$ cat src/rtl/tdm_fir_pkg.sv
// Shared types for the TDM FIR channel scheduler: slot index, sequencer state and the
// {real, slot} tag that travels alongside each sample through the FIR.
package tdm_fir_pkg;

  // Slot width is fixed here, so the scheduler's NUM_CHANNELS must match this value.
  localparam int DEF_NUM_CHANNELS = 4;
  localparam int SLOT_W           = $clog2(DEF_NUM_CHANNELS);

  typedef logic [SLOT_W-1:0] slot_t;

  typedef enum logic [1:0] {
    IDLE,
    RUN,
    FLUSH
  } sched_state_e;

  typedef struct packed {
    logic  is_real;
    slot_t slot;
  } tag_t;

  localparam int TAG_W = $bits(tag_t);

endpackage

$ cat src/rtl/tdm_tag_pipe.sv
// Fixed-depth shift register that delays the per-slot tag so it lines up with the FIR
// result produced DEPTH cycles after the sample entered the delay line.
module tdm_tag_pipe
  import tdm_fir_pkg::*;
#(
  parameter int DEPTH = 3
) (
  input  logic             clk,
  input  logic             reset,
  input  logic [TAG_W-1:0] tag_in,
  output logic [TAG_W-1:0] tag_out
);

  logic [DEPTH-1:0][TAG_W-1:0] stage_q;
  logic [DEPTH-1:0][TAG_W-1:0] stage_d;

  always_comb begin
    stage_d[0] = tag_in;
    for (int i = 1; i < DEPTH; i++) begin
      stage_d[i] = stage_q[i-1];
    end
  end

  always_ff @(posedge clk) begin
    if (reset) begin
      stage_q <= '0;
    end else begin
      stage_q <= stage_d;
    end
  end

  assign tag_out = stage_q[DEPTH-1];

endmodule

$ cat src/rtl/tdm_channel_scheduler.sv
// Time-multiplexes NUM_CHANNELS sample streams into a shared FIR (one slot per clk) and
// demuxes the tagged results. Optional per-channel mask under `TDM_SCHED_CHMASK_EN.
module tdm_channel_scheduler
  import tdm_fir_pkg::*;
#(
  parameter int NUM_CHANNELS = DEF_NUM_CHANNELS,
  parameter int DATA_WIDTH   = 32,
  parameter int FIR_LATENCY  = 3,
  parameter int NUM_TAPS     = 100
) (
  input  logic                               clk,
  input  logic                               reset,
  input  logic                               start,
  input  logic                               stop,
  input  logic [NUM_CHANNELS-1:0]            ch_valid,
  input  logic [NUM_CHANNELS*DATA_WIDTH-1:0] ch_data,
`ifdef TDM_SCHED_CHMASK_EN
  input  logic [NUM_CHANNELS-1:0]            ch_enable,
`endif
  output logic [NUM_CHANNELS-1:0]            ch_ready,
  output logic [DATA_WIDTH-1:0]              fir_in_data,
  output logic                               fir_in_en,
  input  logic [DATA_WIDTH-1:0]              fir_out_data,
  output logic                               out_valid,
  output logic [$clog2(NUM_CHANNELS)-1:0]    out_channel,
  output logic [DATA_WIDTH-1:0]              out_data,
  output logic [NUM_CHANNELS-1:0]            underrun,
  input  logic                               clear_status,
  output logic                               busy
);

  localparam int FLUSH_ZERO = NUM_CHANNELS * NUM_TAPS;
  localparam int FLUSH_LEN  = FLUSH_ZERO + FIR_LATENCY;
  localparam int CNT_W      = $clog2(FLUSH_LEN);
  localparam slot_t LAST_SLOT = slot_t'(NUM_CHANNELS - 1);

  sched_state_e                         state_q, state_d;
  slot_t                                slot_q, slot_d;
  logic                                 stop_pend_q, stop_pend_d;
  logic [CNT_W-1:0]                     flush_cnt_q, flush_cnt_d;
  logic [NUM_CHANNELS-1:0]              full_q, full_d;
  logic [NUM_CHANNELS-1:0][DATA_WIDTH-1:0] hold_q, hold_d;
  logic [NUM_CHANNELS-1:0]              underrun_q, underrun_d;
  logic [DATA_WIDTH-1:0]                fir_in_data_q, fir_in_data_d;
  logic                                 fir_in_en_q, fir_in_en_d;
  tag_t                                 tag_q, tag_d;
  tag_t                                 tag_out;
  logic                                 out_valid_q, out_valid_d;
  slot_t                                out_channel_q, out_channel_d;
  logic [DATA_WIDTH-1:0]                out_data_q, out_data_d;
  logic [NUM_CHANNELS-1:0]              ch_en;
  logic [NUM_CHANNELS-1:0]              drain;

`ifdef TDM_SCHED_CHMASK_EN
  assign ch_en = ch_enable;
`else
  assign ch_en = '1;
`endif

  // A channel may refill on the very cycle its slot drains the holding register.
  always_comb begin
    for (int c = 0; c < NUM_CHANNELS; c++) begin
      ch_ready[c] = ch_en[c] & (~full_q[c] | (state_q == RUN && slot_q == slot_t'(c)));
    end
  end

  always_comb begin
    // NOTE: every combinational output gets a default first so no path infers a latch.
    state_d       = state_q;
    slot_d        = slot_q;
    stop_pend_d   = stop_pend_q;
    flush_cnt_d   = flush_cnt_q;
    full_d        = full_q;
    hold_d        = hold_q;
    underrun_d    = clear_status ? '0 : underrun_q;
    fir_in_en_d   = 1'b0;
    fir_in_data_d = '0;
    tag_d         = '0;
    drain         = '0;

    unique case (state_q)
      IDLE: begin
        if (start) begin
          state_d     = RUN;
          slot_d      = '0;
          stop_pend_d = 1'b0;
        end
      end
      RUN: begin
        fir_in_en_d = 1'b1;
        tag_d.slot  = slot_q;
        if (ch_en[slot_q]) begin
          if (full_q[slot_q]) begin
            fir_in_data_d = hold_q[slot_q];
            tag_d.is_real = 1'b1;
            drain[slot_q] = 1'b1;
          end else begin
            underrun_d[slot_q] = 1'b1;
          end
        end
        slot_d = (slot_q == LAST_SLOT) ? '0 : slot_q + slot_t'(1);
        // Stop takes effect only at a frame boundary so every channel sees the same count.
        if (slot_q == LAST_SLOT && (stop_pend_q || stop)) begin
          state_d     = FLUSH;
          flush_cnt_d = '0;
          stop_pend_d = 1'b0;
        end else begin
          stop_pend_d = stop_pend_q | stop;
        end
      end
      FLUSH: begin
        fir_in_en_d = (flush_cnt_q < CNT_W'(FLUSH_ZERO));
        if (flush_cnt_q == CNT_W'(FLUSH_LEN - 1)) begin
          state_d = IDLE;
          slot_d  = '0;
        end else begin
          flush_cnt_d = flush_cnt_q + CNT_W'(1);
        end
      end
      default: state_d = IDLE;
    endcase

    for (int c = 0; c < NUM_CHANNELS; c++) begin
      full_d[c] = (full_q[c] & ~drain[c]) | (ch_valid[c] & ch_ready[c]);
      if (ch_valid[c] && ch_ready[c]) begin
        hold_d[c] = ch_data[c*DATA_WIDTH +: DATA_WIDTH];
      end
    end

    out_valid_d   = tag_out.is_real;
    out_channel_d = tag_out.slot;
    out_data_d    = fir_out_data;
  end

  tdm_tag_pipe #(
    .DEPTH (FIR_LATENCY)
  ) u_tag_pipe (
    .clk     (clk),
    .reset   (reset),
    .tag_in  (tag_q),
    .tag_out (tag_out)
  );

  // NOTE: sequential state uses non-blocking assignments so all flops update together.
  always_ff @(posedge clk) begin
    if (reset) begin
      state_q       <= IDLE;
      slot_q        <= '0;
      stop_pend_q   <= 1'b0;
      flush_cnt_q   <= '0;
      full_q        <= '0;
      underrun_q    <= '0;
      fir_in_data_q <= '0;
      fir_in_en_q   <= 1'b0;
      tag_q         <= '0;
      out_valid_q   <= 1'b0;
      out_channel_q <= '0;
      out_data_q    <= '0;
    end else begin
      state_q       <= state_d;
      slot_q        <= slot_d;
      stop_pend_q   <= stop_pend_d;
      flush_cnt_q   <= flush_cnt_d;
      full_q        <= full_d;
      underrun_q    <= underrun_d;
      fir_in_data_q <= fir_in_data_d;
      fir_in_en_q   <= fir_in_en_d;
      tag_q         <= tag_d;
      out_valid_q   <= out_valid_d;
      out_channel_q <= out_channel_d;
      out_data_q    <= out_data_d;
    end
  end

  // NOTE: holding data is not reset; the full flags alone decide whether it is meaningful.
  always_ff @(posedge clk) begin
    hold_q <= hold_d;
  end

  assign fir_in_data = fir_in_data_q;
  assign fir_in_en   = fir_in_en_q;
  assign out_valid   = out_valid_q;
  assign out_channel = out_channel_q;
  assign out_data    = out_data_q;
  assign underrun    = underrun_q;
  assign busy        = (state_q != IDLE);

endmodule
$ cat config.mk
export PLATFORM = sky130hd
export DESIGN_NAME = tdm_channel_scheduler
export DESIGN_NICKNAME = d
export VERILOG_FILES = /design/src/rtl/tdm_fir_pkg.sv /design/src/rtl/tdm_tag_pipe.sv /design/src/rtl/tdm_channel_scheduler.sv
export SDC_FILE = /design/constraint.sdc
export NUM_CORES = 1
export LEC_CHECK = 0
export CAP_MARGIN = 20
export CORE_MARGIN = 2
export CORE_UTILIZATION = 35
export CTS_CLUSTER_SIZE = 12
export DETAILED_ROUTE_END_ITERATION = 7
export MAX_ROUTING_LAYER = met4
export PLACE_DENSITY_LB_ADDON = 0.2
export SLEW_MARGIN = 20
export SYNTH_ARGS = -nofsm -noshare
export SYNTH_HDL_FRONTEND = slang
export SYNTH_HIERARCHICAL = 1
export SYNTH_SLANG_ARGS = --single-unit
$ cat constraint.sdc
create_clock -name clk -period 3.5 [get_ports clk]
set_input_delay 0.7 -clock clk [delete_from_list [all_inputs] [get_ports clk]]
set_output_delay 0.7 -clock clk [all_outputs]
set_load 0.05 [all_outputs]
==> results of run 1 <==
## Yosys cell counts (2+ instances only)
cell type	count
edfxtp_1	128
dfxtp_1	102
nor2b_1	75
mux4_2	31
nand2_1	19
a31oi_1	14
a21oi_1	12
clkbuf_1	12
ha_1	11
inv_1	10
nor2_1	9
and2_1	8
nand3_1	6
nor2b_2	5
a32oi_1	4
buf_2	4
buf_6	4
nand2b_1	4
a211o_1	3
and3_1	3
o21ai_0	3
a211oi_1	2
buf_1	2
mux2i_1	2
nor3_1	2
nor4bb_1	2
## stage by stage
step           cells  total power [W]  setup WS [ns]  instance area [um^2]  hold slack (ns)
2_1_floorplan    495          0.00367          0.649                  8090            0.414
3_3_place_gp    1010          0.00407          0.907                 10800            0.416
3_5_place_dp    1010          0.00410          0.889                 10800            0.423
4_1_cts         1055          0.00656          0.333                 11600            0.437
5_1_grt         1055          0.00674          0.226                 11600            0.455
6_report        1055          0.00647          0.351                 11600            0.439
## power groups by stage
stage	Sequential [W]	Clock [W]	Combinational, W
floorplan	0.00327	0	0.000401
global placement	0.00314	0	0.000934
detailed placement	0.00315	0	0.000950
CTS	0.00309	0.00252	0.000953
global route	0.00310	0.00264	0.00100
finish	0.00309	0.00245	0.000939
## logic make-up (layout without fill, tap and decap cells)
| group | after synthesis | count (layout) | synth area share [%] |
|---|---|---|---|
| buf+inv | 32 | 307 | 1.92 |
| mux | 36 | 36 | 9.53 |
| simple gates | 138 | 138 | 10.1 |
| compound gates | 48 | 48 | 4.04 |
| fa+ha+maj | 11 | 11 | 1.70 |
| flops | 230 | 230 | 72.7 |
## critical path, stage by stage (launching register included)
cell and delay [ns]:
dfxtp_2 0.62, inv_1 0.16, ha_1 0.23, nand2_1 0.10
nand2_1 0.11, clkdlybuf4s50_1 0.72
## routing by layer
layer  wire [um]  part of all wire, %  vias up  GRT usage (%)
met5           0                    0        -              -
met3        1640                  8.5       35           4.22
met4         492                  2.6        0           5.11
li1            -                    -     2337              -
met1        7950                   41     2418           19.9
met2        9180                   48      253           26.1
## layout make-up
class	count	area share (%)
multi-input cells	233	17.7
clock inverters	9	0.582
repair buffers	252	21.6
flip-flops and latches	230	50.7
inverters	10	0.323
clock buffers	36	6.00
well taps	285	3.07
## placed cells by master, fill, tap and decap left out, drive strengths merged, types with 10 or more instances in the layout
cell type,Yosys,final
a21oi,12,12
ha,11,11
nand2,19,19
edfxtp,128,128
dfxtp,102,102
clkdlybuf4s50,0,243
mux4,32,32
inv,10,10
clkbuf,12,36
a31oi,14,14
nor2b,80,80
## state kept, by name, summed over array words and instances (netlist names), 3 cells and up
| register | cells |
|---|---|
| fir_in_data | 32 |
| u_tag_pipe/tag_out | 3 |
| u_tag_pipe/stage_d | 6 |
| underrun | 4 |
| flush_cnt_q | 9 |
| hold_q | 128 |
| full_q | 4 |
| out_data | 32 |
| tag_q | 3 |
## worst paths after layout
| check | end | slack, ns | cells past startpoint |
|---|---|---|---|
| worst min register to register | u_tag_pipe/stage_d[3] | 0.44 | 1 |
| worst max-delay path | ch_ready[0] | 0.35 | 5 |
| worst min-delay path | u_tag_pipe/stage_d[3] | 0.44 | 1 |
| worst max register to register | hold_q[54] | 1.00 | 6 |
==> run metrics, run 1 <==
Resize count post-CTS=0; diode count=0; P_int=0.00493 W; Routed Antenna Nets=0; final hold violation count=0; DRT Pass-1 Iters=4; Sw Ratio=23.8%; final net count=932; worst skew pair latency=0.51 ns; CTS clk-pin slew, worst paths=0.06 ns; die width=156 um; share of the synthesized area in the top cell type=47.5%; full die area=24,300 um^2; final clock skew=0.00970 ns; DRC=0; setup total negative slack=0 ns; clk buf depth=3; synthesized area=8090 um^2; GRT Residual Overflow=0; first-pass GRT wire length=29,300 um; Power per Cell Area=558 nW/um^2; Initial Utilization=35.7%; Die Ht=156 um; multi-input logic area=2050 um^2; TritonCTS Buffers=25; post-synthesis sequential area ratio=72.7%; IR drop worst, VDD=0.325 mV; Placement Rows=55; CTS tree=built; post-DP HPWL=13,100 um; post-synth top area cell=edfxtp_1; total track usage=16.1%; Netlist cell types=44; syn avg cell area=16.3 um^2; H-tree Lvls=1; DR iter-0 viols=342; Syn Inst Count=495; utilization after layout=51.3%; Post-synth EDFFs=128; CTS Root Cell=clkbuf_16; clock network power share=37.8%; Worst EP arrival=2.45 ns; ranking of synthesized cells by area=edfxtp_1, dfxtp_1, mux4_2; RSZ-0062 raised after global routing=false; worst path required time=2.80 ns; syn nets=675; Min-Delay Path Class=flop to flop; Area Growth Syn to Fin=43.5%; Setup crit start=slot_q[1]; CTS Hold Buffers Added=0; status=complete, no violations; vias=5,043; largest net degree at the start of global routing=52; clk sink count=230; # setup viols final=0; Comb pwr share=14.5%; Critical Path Start Type=flop; crit path kind=flop to output port; antenna violations before repair=0; crit path max fanout=16; Avg WL per Cell=18.3 um; LEAKAGE=4.05 nW; max-slew violation count=0; Fill cells=1,881; vias in the first global route=5,429; number of warnings issued by yosys=6; RR Startpoint=slot_q[0]; f_max=318 MHz; post-layout min period=3.15 ns; number of I/O port buffers=245; global placer's final weighted congestion=0.773; DR vias/cell=4.78; Ports=246; register area=5890 um^2; Post-synth ARST share=0%; layout cells sized above 1=11.9%; NetSw=0.00154 W; Synth Register Bits=230; Top FF cell, synth=edfxtp_1; final cycle utilization of the critical path=90.0%; relative slew slack=34.3%; max-cap violations=0; Seq pwr share=47.7%; Routed WL=19,300 um; Core ar.=22,600 um^2; Hold Path Origin=tag_q[0]; Worst Setup End Kind=output port; Post-CTS Setup Inserts=0; Worst Tran Pin Value=0.983 ns
(Power assumes the default switching activity.)
==> run 2, diff against run 1 <==
clock period = 3.3 ns   (was 3.5 ns; I/O delays follow)
==> run metrics, run 2 (synthesis gave the netlist of run 1 again) <==
status=complete, no violations; final clock skew=0.0109 ns (+0.00123 ns); GRT Residual Overflow=0 (unchanged); clk buf depth=3 (unchanged); Placement Rows=55 (unchanged); full die area=24,300 um^2 (unchanged); largest net degree at the start of global routing=59 (+13%); worst skew pair latency=0.51 ns (about the same); Core ar.=22,600 um^2 (unchanged); DR vias/cell=4.75 (-0.71%); LEAKAGE=4.04 nW (-0.13%); most common cell after layout, fill and taps aside=clkdlybuf4s50_1; Worst EP arrival=2.16 ns (-0.29 ns); Routed Antenna Nets=0 (unchanged); utilization after layout=51.3% (about the same); Area Growth Syn to Fin=43.4% (about the same); post-DP HPWL=13,300 um (+1.4%); global placer's final weighted congestion=0.808 (+4.6%); DRC=0 (unchanged); Worst Setup End Kind=output port; Top reg by flops=hold_q; die width=156 um (unchanged); Initial Utilization=35.7% (unchanged); CTS Hold Buffers Added=0 (unchanged); TritonCTS Buffers=25 (unchanged); clk sink count=230 (unchanged); layout cells sized above 1=11.8% (-0.15 points); Critical Path Start Type=flop; Fin Hold WS=0.434 ns (-0.00516 ns); relative slew slack=33.6% (-0.66 points); # setup viols final=0 (unchanged); f_max=354 MHz; antenna violations before repair=0 (unchanged); total track usage=16.1% (about the same); Avg WL per Cell=18.3 um (+0.45%); RSZ-0062 raised after global routing=false; IR drop worst, VDD=0.280 mV (-14%); final hold violation count=0 (unchanged); vias in the first global route=5,349 (-1.5%); Cell Count, Final, Fillers Out=1,056 (+0.095%); DR iter-0 viols=304 (-11%); max-slew violation count=0 (unchanged); DRT Pass-1 Iters=4 (unchanged); post-layout min period=2.82 ns; Resize count post-CTS=0 (unchanged); Worst Tran Pin Value=0.993 ns (+0.00992 ns); final cycle utilization of the critical path=85.5%; vias=5,012 (-0.61%); Fill cells=1,910 (+1.5%); Power per Cell Area=590 nW/um^2 (+5.7%); dpl cells=1,011 (+0.099%); crit path max fanout=4 (-12); number of I/O port buffers=245 (unchanged); Ports=246 (unchanged); CTS Root Cell=clkbuf_16; diode count=0 (unchanged); Min-Delay Path Class=flop to flop; crit path kind=flop to output port; first-pass GRT wire length=29,100 um (-0.71%); worst path required time=2.64 ns (-0.16 ns); H-tree Lvls=1 (unchanged); setup total negative slack=0 ns (unchanged); Die Ht=156 um (unchanged); CTS tree=built; max-cap violations=0 (unchanged); highest-count cells in the layout ignoring fill and taps=clkdlybuf4s50_1, edfxtp_1, dfxtp_1; CTS clk-pin slew, worst paths=0.06 ns (about the same); final net count=933 (+0.11%); Post-CTS Setup Inserts=0 (unchanged); Power Total=0.00684 W (+5.7%); Routed WL=19,400 um (+0.55%); number of flip-flops in the largest register=128 (unchanged)
[run 2: cell types whose count changed in the layout (fill, tap and decap cells not counted), sizes merged]
cell / change
clkdlybuf4s50: -1
clkbuf: +1
clkinv: -1
buf: +2
[run 2: worst max-delay path, cell delays in order (launching register included)]
cell and delay (ns):
dfxtp_2 0.34, inv_1 0.12, ha_1 0.23, nand2_1 0.09, nand2_1 0.08, clkdlybuf4s50_1 0.81
[run 2: area by class of cell]
type                       instances  area, um^2  area share, %
sequential                       230        5890           50.7
tap                              285         357           3.07
inverter                          10        37.5          0.323
timing repair buffer             253        2510           21.7
clock inverter                     8        61.3          0.528
multi-input combinational        233        2050           17.7
clock buffer                      37         691           5.95
[run 2: report_power, final]
group | internal, W | switching, W
sequential | 0.00322 | 0.0000550
clock | 0.00152 | 0.00106
combinational | 0.000477 | 0.000517
total | 0.00521 | 0.00163
[run 2: metrics by stage]
stage,setup slack (ns),area [um^2]
floorplan,0.449,8090
global placement,0.972,10900
detailed placement,0.886,10900
CTS,0.460,11600
global route,0.359,11600
finish,0.478,11600
[run 2: metal layers]
layer / wire length (um) / part of all wire [%] / GRT usage [%] / vias to the layer above
li1: - / - / - / 2342
met1: 8050 / 42 / 20.0 / 2392
met2: 9310 / 48 / 26.5 / 236
met3: 1510 / 7.8 / 4.00 / 42
met4: 497 / 2.6 / 4.72 / 0
met5: 0 / 0 / - / -
[run 2: path summary, 6_finish.rpt]
path / from / endpoint / slack (ns) / depth (start not counted)
setup reg to reg: slot_q[1] / hold_q[20] / 0.96 / 6
hold / removal: u_tag_pipe/stage_d[4] / u_tag_pipe/stage_d[7] / 0.43 / 1
setup / recovery: slot_q[0] / ch_ready[2] / 0.48 / 5
hold reg to reg: u_tag_pipe/stage_d[4] / u_tag_pipe/stage_d[7] / 0.43 / 1
==> run 3, diff against run 2 <==
CORE_MARGIN = 1   (was 2)
SLEW_MARGIN = 0   (was 20)
==> run metrics, run 3 (synthesis gave the netlist of run 1 again) <==
status=complete, no violations; number of I/O port buffers=245 (unchanged); Crit path buffers/inverters=2 (unchanged); final clock skew=0.0156 ns (+0.00469 ns); Critical Path Start Type=flop; Crit path max-delay family=buffers and inverters; R2R setup slack=0.94 ns (-0.02 ns); Routed WL=18,700 um (-3.2%); Cell Count, Final, Fillers Out=1,060 (+0.38%); Ports=246 (unchanged); worst skew pair latency=0.51 ns (about the same); final cycle utilization of the critical path=90.0% (+4.5 points); Core ar.=22,600 um^2 (unchanged); Die Ht=154 um (-1.3%); H-tree Lvls=1 (unchanged); DRT Pass-1 Iters=4 (unchanged); Met1 Routed Length=7910 um (-1.8%); clk buf depth=3 (unchanged); first-pass GRT wire length=28,700 um (-1.2%); CP cell instances=inv_1 -> ha_1 -> nand2_1 -> nand2_1 -> clkdlybuf4s50_1; relative slew slack=33.6% (about the same); CTS Root Cell=clkbuf_16; Routed Antenna Nets=0 (unchanged); Power per Cell Area=588 nW/um^2 (-0.29%); final net count=935 (+0.21%); slowest stage delay, CP=0.83 ns (+0.02 ns); DRC=0 (unchanged); post-layout min period=2.97 ns (+0.148 ns); post-DP HPWL=12,600 um (-4.8%); wire length on met3=1320 um (-12%); antenna violations before repair=0 (unchanged); final hold violation count=0 (unchanged); setup total negative slack=0 ns (unchanged); CTS clk-pin slew, worst paths=0.06 ns (about the same); Area Growth Syn to Fin=44.2%; met2 wire len=9300 um (about the same); vias=5,022 (+0.20%); Resize count post-CTS=0 (unchanged); DR vias/cell=4.74 (-0.18%); # setup viols final=0 (unchanged); crit path kind=flop to output port; global placer's final weighted congestion=0.784 (-3.0%); total track usage=16.3% (+0.14 points); worst path required time=2.64 ns (about the same); Placement Rows=55 (unchanged); TritonCTS Buffers=26 (+4.0%); CTS tree=built; largest net degree at the start of global routing=53 (-10%); Post-CTS Setup Inserts=0 (unchanged); max-slew violation count=0 (unchanged); Worst EP arrival=2.31 ns (+0.15 ns); CP max-delay cell=clkdlybuf4s50_1; Top reg by flops=hold_q; Worst Tran Pin Value=0.993 ns (+0.000176 ns); full die area=23,700 um^2 (-2.5%); IR drop worst, VDD=0.332 mV (+19%); max-cap violations=0 (unchanged); CTS Hold Buffers Added=0 (unchanged); dpl cells=1,012 (+0.099%); crit path max fanout=5 (+1); diode count=0 (unchanged); Worst Setup End Kind=output port; DR iter-0 viols=216 (-29%); layout cells sized above 1=11.9% (+0.068 points); Initial Utilization=35.7% (unchanged); vias in the first global route=5,344 (-0.093%); Min-Delay Path Class=flop to flop; CP dominant cell by count=nand2_1; highest-count cells in the layout ignoring fill and taps=clkdlybuf4s50_1, edfxtp_1, dfxtp_1; number of flip-flops in the largest register=128 (unchanged); GRT Residual Overflow=0 (unchanged); most common cell after layout, fill and taps aside=clkdlybuf4s50_1; Avg WL per Cell=17.7 um (-3.6%); die width=154 um (-1.3%); f_max=337 MHz (-5.0%); clk sink count=230 (unchanged); DR top layer=met4; LEAKAGE=4.06 nW (+0.52%); RSZ-0062 raised after global routing=false
[run 3: cell type report]
| class | count | area (um^2) |
|---|---|---|
| clock buffers | 34 | 712 |
| clock inverters | 14 | 65.1 |
| fillers | 1878 | 11000 |
| inverters | 10 | 37.5 |
| multi-input cells | 233 | 2050 |
| flip-flops and latches | 230 | 5890 |
| well taps | 285 | 357 |
| repair buffers | 254 | 2550 |
[run 3: where the power goes]
group	internal [W]	total (W)	leakage (nW)	switching [W]
Sequential	0.00322	0.00327	2.05	0.0000539
Combinational	0.000486	0.00100	1.63	0.000517
Clock	0.00151	0.00258	0.378	0.00107
[run 3: routing by layer]
metal  up-vias  track usage (%)
li1       2353                -
met1      2444             19.6
met2       203             27.7
met3        22             3.61
met4         0             4.10
met5         -                -
[run 3: per-stage QoR]
| step | worst slack (ns) | total power (W) | util (%) | hold slack, ns | instance area (um^2) |
|---|---|---|---|---|---|
| 3_5_place_dp | 0.824 | 0.00435 | 48.1 | 0.426 | 10900 |
| 3_3_place_gp | 0.871 | 0.00433 | 48.1 | 0.417 | 10900 |
| 6_report | 0.329 | 0.00686 | 51.5 | 0.432 | 11700 |
| 5_1_grt | 0.226 | 0.00715 | 51.5 | 0.448 | 11700 |
| 4_1_cts | 0.276 | 0.00696 | 51.5 | 0.438 | 11700 |
| 2_1_floorplan | 0.449 | 0.00390 | - | 0.414 | 8090 |
[run 3: final timing paths]
| path | from | end | cells after the start |
|---|---|---|---|
| setup / recovery | state_q[1] | ch_ready[0] | 5 |
| hold / removal | u_tag_pipe/tag_out[1] | out_channel[1] | 1 |
| setup reg to reg | slot_q[0] | fir_in_data[19] | 5 |
| hold reg to reg | u_tag_pipe/tag_out[1] | out_channel[1] | 1 |
[run 3: worst reg2reg max path, delay by kind of cell (launching register included)]
family / cells / cell delay, ns
muxes: 2 / 0.51
and+or+nand+nor: 2 / 0.81
DFF: 1 / 0.37
buffers and inverters: 1 / 0.58
==> RTL edit, RTL diff (settings of run 3) <==
Encoding of `sched_state_e`: now one-hot (3 bits for 3 states).
--- a/src/rtl/tdm_fir_pkg.sv
+++ b/src/rtl/tdm_fir_pkg.sv
@@ -8,10 +8,10 @@
 
   typedef logic [SLOT_W-1:0] slot_t;
 
-  typedef enum logic [1:0] {
-    IDLE,
-    RUN,
-    FLUSH
+  typedef enum logic [2:0] {
+    IDLE  = 3'b001,
+    RUN   = 3'b010,
+    FLUSH = 3'b100
   } sched_state_e;
 
   typedef struct packed {
Check against the original RTL: no difference found for any inputs over 10 cycles, from zero or initial values and one cycle with reset high; not proved beyond that.
==> RTL edit against run 3 <==
- setup slack got worse by 170 ps
- sequential power decreased by 2%
- sequential share of layout area increased by 0.52 points
- critical path depth decreased by 1
- cell area decreased by 0.69%
- sequential cell count increased by 1
- routed wire length decreased by 0.66%
- area after synthesis decreased by 0.99%
- power decreased by 6.8%
==> RTL edit: results <==
export IMPL_outcome="finished, final reports clean"
export IMPL_vias=4832
export IMPL_grt_max_degree=50
export IMPL_p_leak_nw=4.04
export IMPL_wire_per_inst_um=18.0
export IMPL_reg2reg_from="state_q[1]"
export IMPL_ir_drop_mv=0.360
export IMPL_hold_start="u_tag_pipe/stage_d[8]"
export IMPL_grt_pass1_vias=5221
export IMPL_detail_route_first_pass_iterations=4
export IMPL_drive_gt1_frac=0.145
export IMPL_reg2reg_slack_ps=1010
export IMPL_yosysSeqAreaShare=0.737
export IMPL_cts_root_buf="clkbuf_16"
export IMPL_clkSlewWorstSetupHoldPaths_ps=60
export IMPL_worst_slew_pin_slew_ps=751
export IMPL_hold_path_class="register to register"
export IMPL_place_congestion=0.755
export IMPL_grt_usage=0.166
export IMPL_async_reset_ff_frac=0
export IMPL_htree_levels=1
export IMPL_cp_max_fo=9
export IMPL_internal_power_mw=5.05
export IMPL_hpwl_mm=12.6
export IMPL_yosys_top_cells_count="edfxtp_1 (128), dfxtp_1 (103), nor2b_1 (57), mux4_2 (32), nor2b_2 (19)"
export IMPL_synth_fp_nets=647
export IMPL_insertion_delay_ps=490
export IMPL_synthTopCellsByArea="edfxtp_1 (48%), dfxtp_1 (26%), mux4_2 (9.0%)"
export IMPL_fin_skew_ps=8.79
export IMPL_grt_pass1_wl_mm=29.1
export IMPL_antenna_found_initial=1
export IMPL_ys_warn_count=6
export IMPL_arrival_ps=2480
export IMPL_cts_made_buffers=25
export IMPL_cts_path_max_buffers=3
export IMPL_nets=909
export IMPL_synth_cell_type_count=46
export IMPL_crit_family="buffers and inverters"
RTL edit: kinds of logic (layout without fill, tap and decap cells):
group | Yosys count | in the layout | synth area share
DFF | 231 | 231 | 0.737
and+or+nand+nor | 136 | 136 | 0.109
muxes | 37 | 37 | 0.0967
AOI/OAI and AO/OA | 35 | 35 | 0.0301
buffers and inverters | 25 | 305 | 0.0155
adders and majority gates | 6 | 6 | 0.00937
xor gates and xnor gates | 2 | 2 | 0.00219
other | 0 | 1 | 0
RTL edit: worst paths after layout:
check | endpoint | cells past startpoint
worst max-delay path | ch_ready[1] | 4
worst min-delay path | u_tag_pipe/tag_out[2] | 1
worst max register to register | hold_q[6] | 5
worst min register to register | u_tag_pipe/tag_out[2] | 1
RTL edit: cell type report:
| cell class | count | area, um^2 |
|---|---|---|
| inverter | 7 | 26.3 |
| sequential | 231 | 5910 |
| tap | 280 | 350 |
| clock buffer | 38 | 714 |
| antenna | 1 | 2.50 |
| fill | 1861 | 10600 |
| clock inverter | 7 | 57.6 |
| timing repair buffer | 253 | 2520 |
| multi-input combinational | 216 | 2000 |
RTL edit: per-stage QoR:
| stage | std cells | hold WS [ps] | utilization | instance area, um^2 | worst slack, ps |
|---|---|---|---|---|---|
| global placement | 987 | 423 | 0.487 | 10800 | 569 |
| finish | 1033 | 436 | 0.523 | 11600 | 160 |
| detailed placement | 987 | 426 | 0.487 | 10800 | 523 |
| floorplan | 472 | 414 | - | 8010 | 321 |
| CTS | 1032 | 440 | 0.522 | 11600 | 98.3 |
| global route | 1033 | 457 | 0.523 | 11600 | 0.975 |
RTL edit: power by group through the flow:
stage                     logic (mW)  clock network (mW)  registers [mW]
final                          0.570                2.60            3.22
after global placement         0.572                   0            3.27
after detailed placement       0.578                   0            3.28
after global routing           0.604                2.81            3.23
after floorplan                0.172                   0            3.35
after CTS                      0.581                2.69            3.22
RTL edit: repair_timing:
item                                    4_1_cts  5_1_grt
resized for setup                             1        1
hold buffers                                  0        0
endpoints found under the setup margin        1        1
pin swaps                                     0        0
RTL edit: worst reg2reg max path, cell delays in order, from the launching register on:
cell,delay (ps)
dfxtp_1,460
nor3b_4,430
nand2_1,140
nand2_1,130
and2_2,360
buf_4,420
RTL edit: layer usage:
layer	GRT usage	wire length, um	vias up
li1	-	-	2263
met1	0.193	7570	2377
met2	0.290	9520	169
met3	0.0335	1120	23
met4	0.0495	413	0
met5	-	0	-
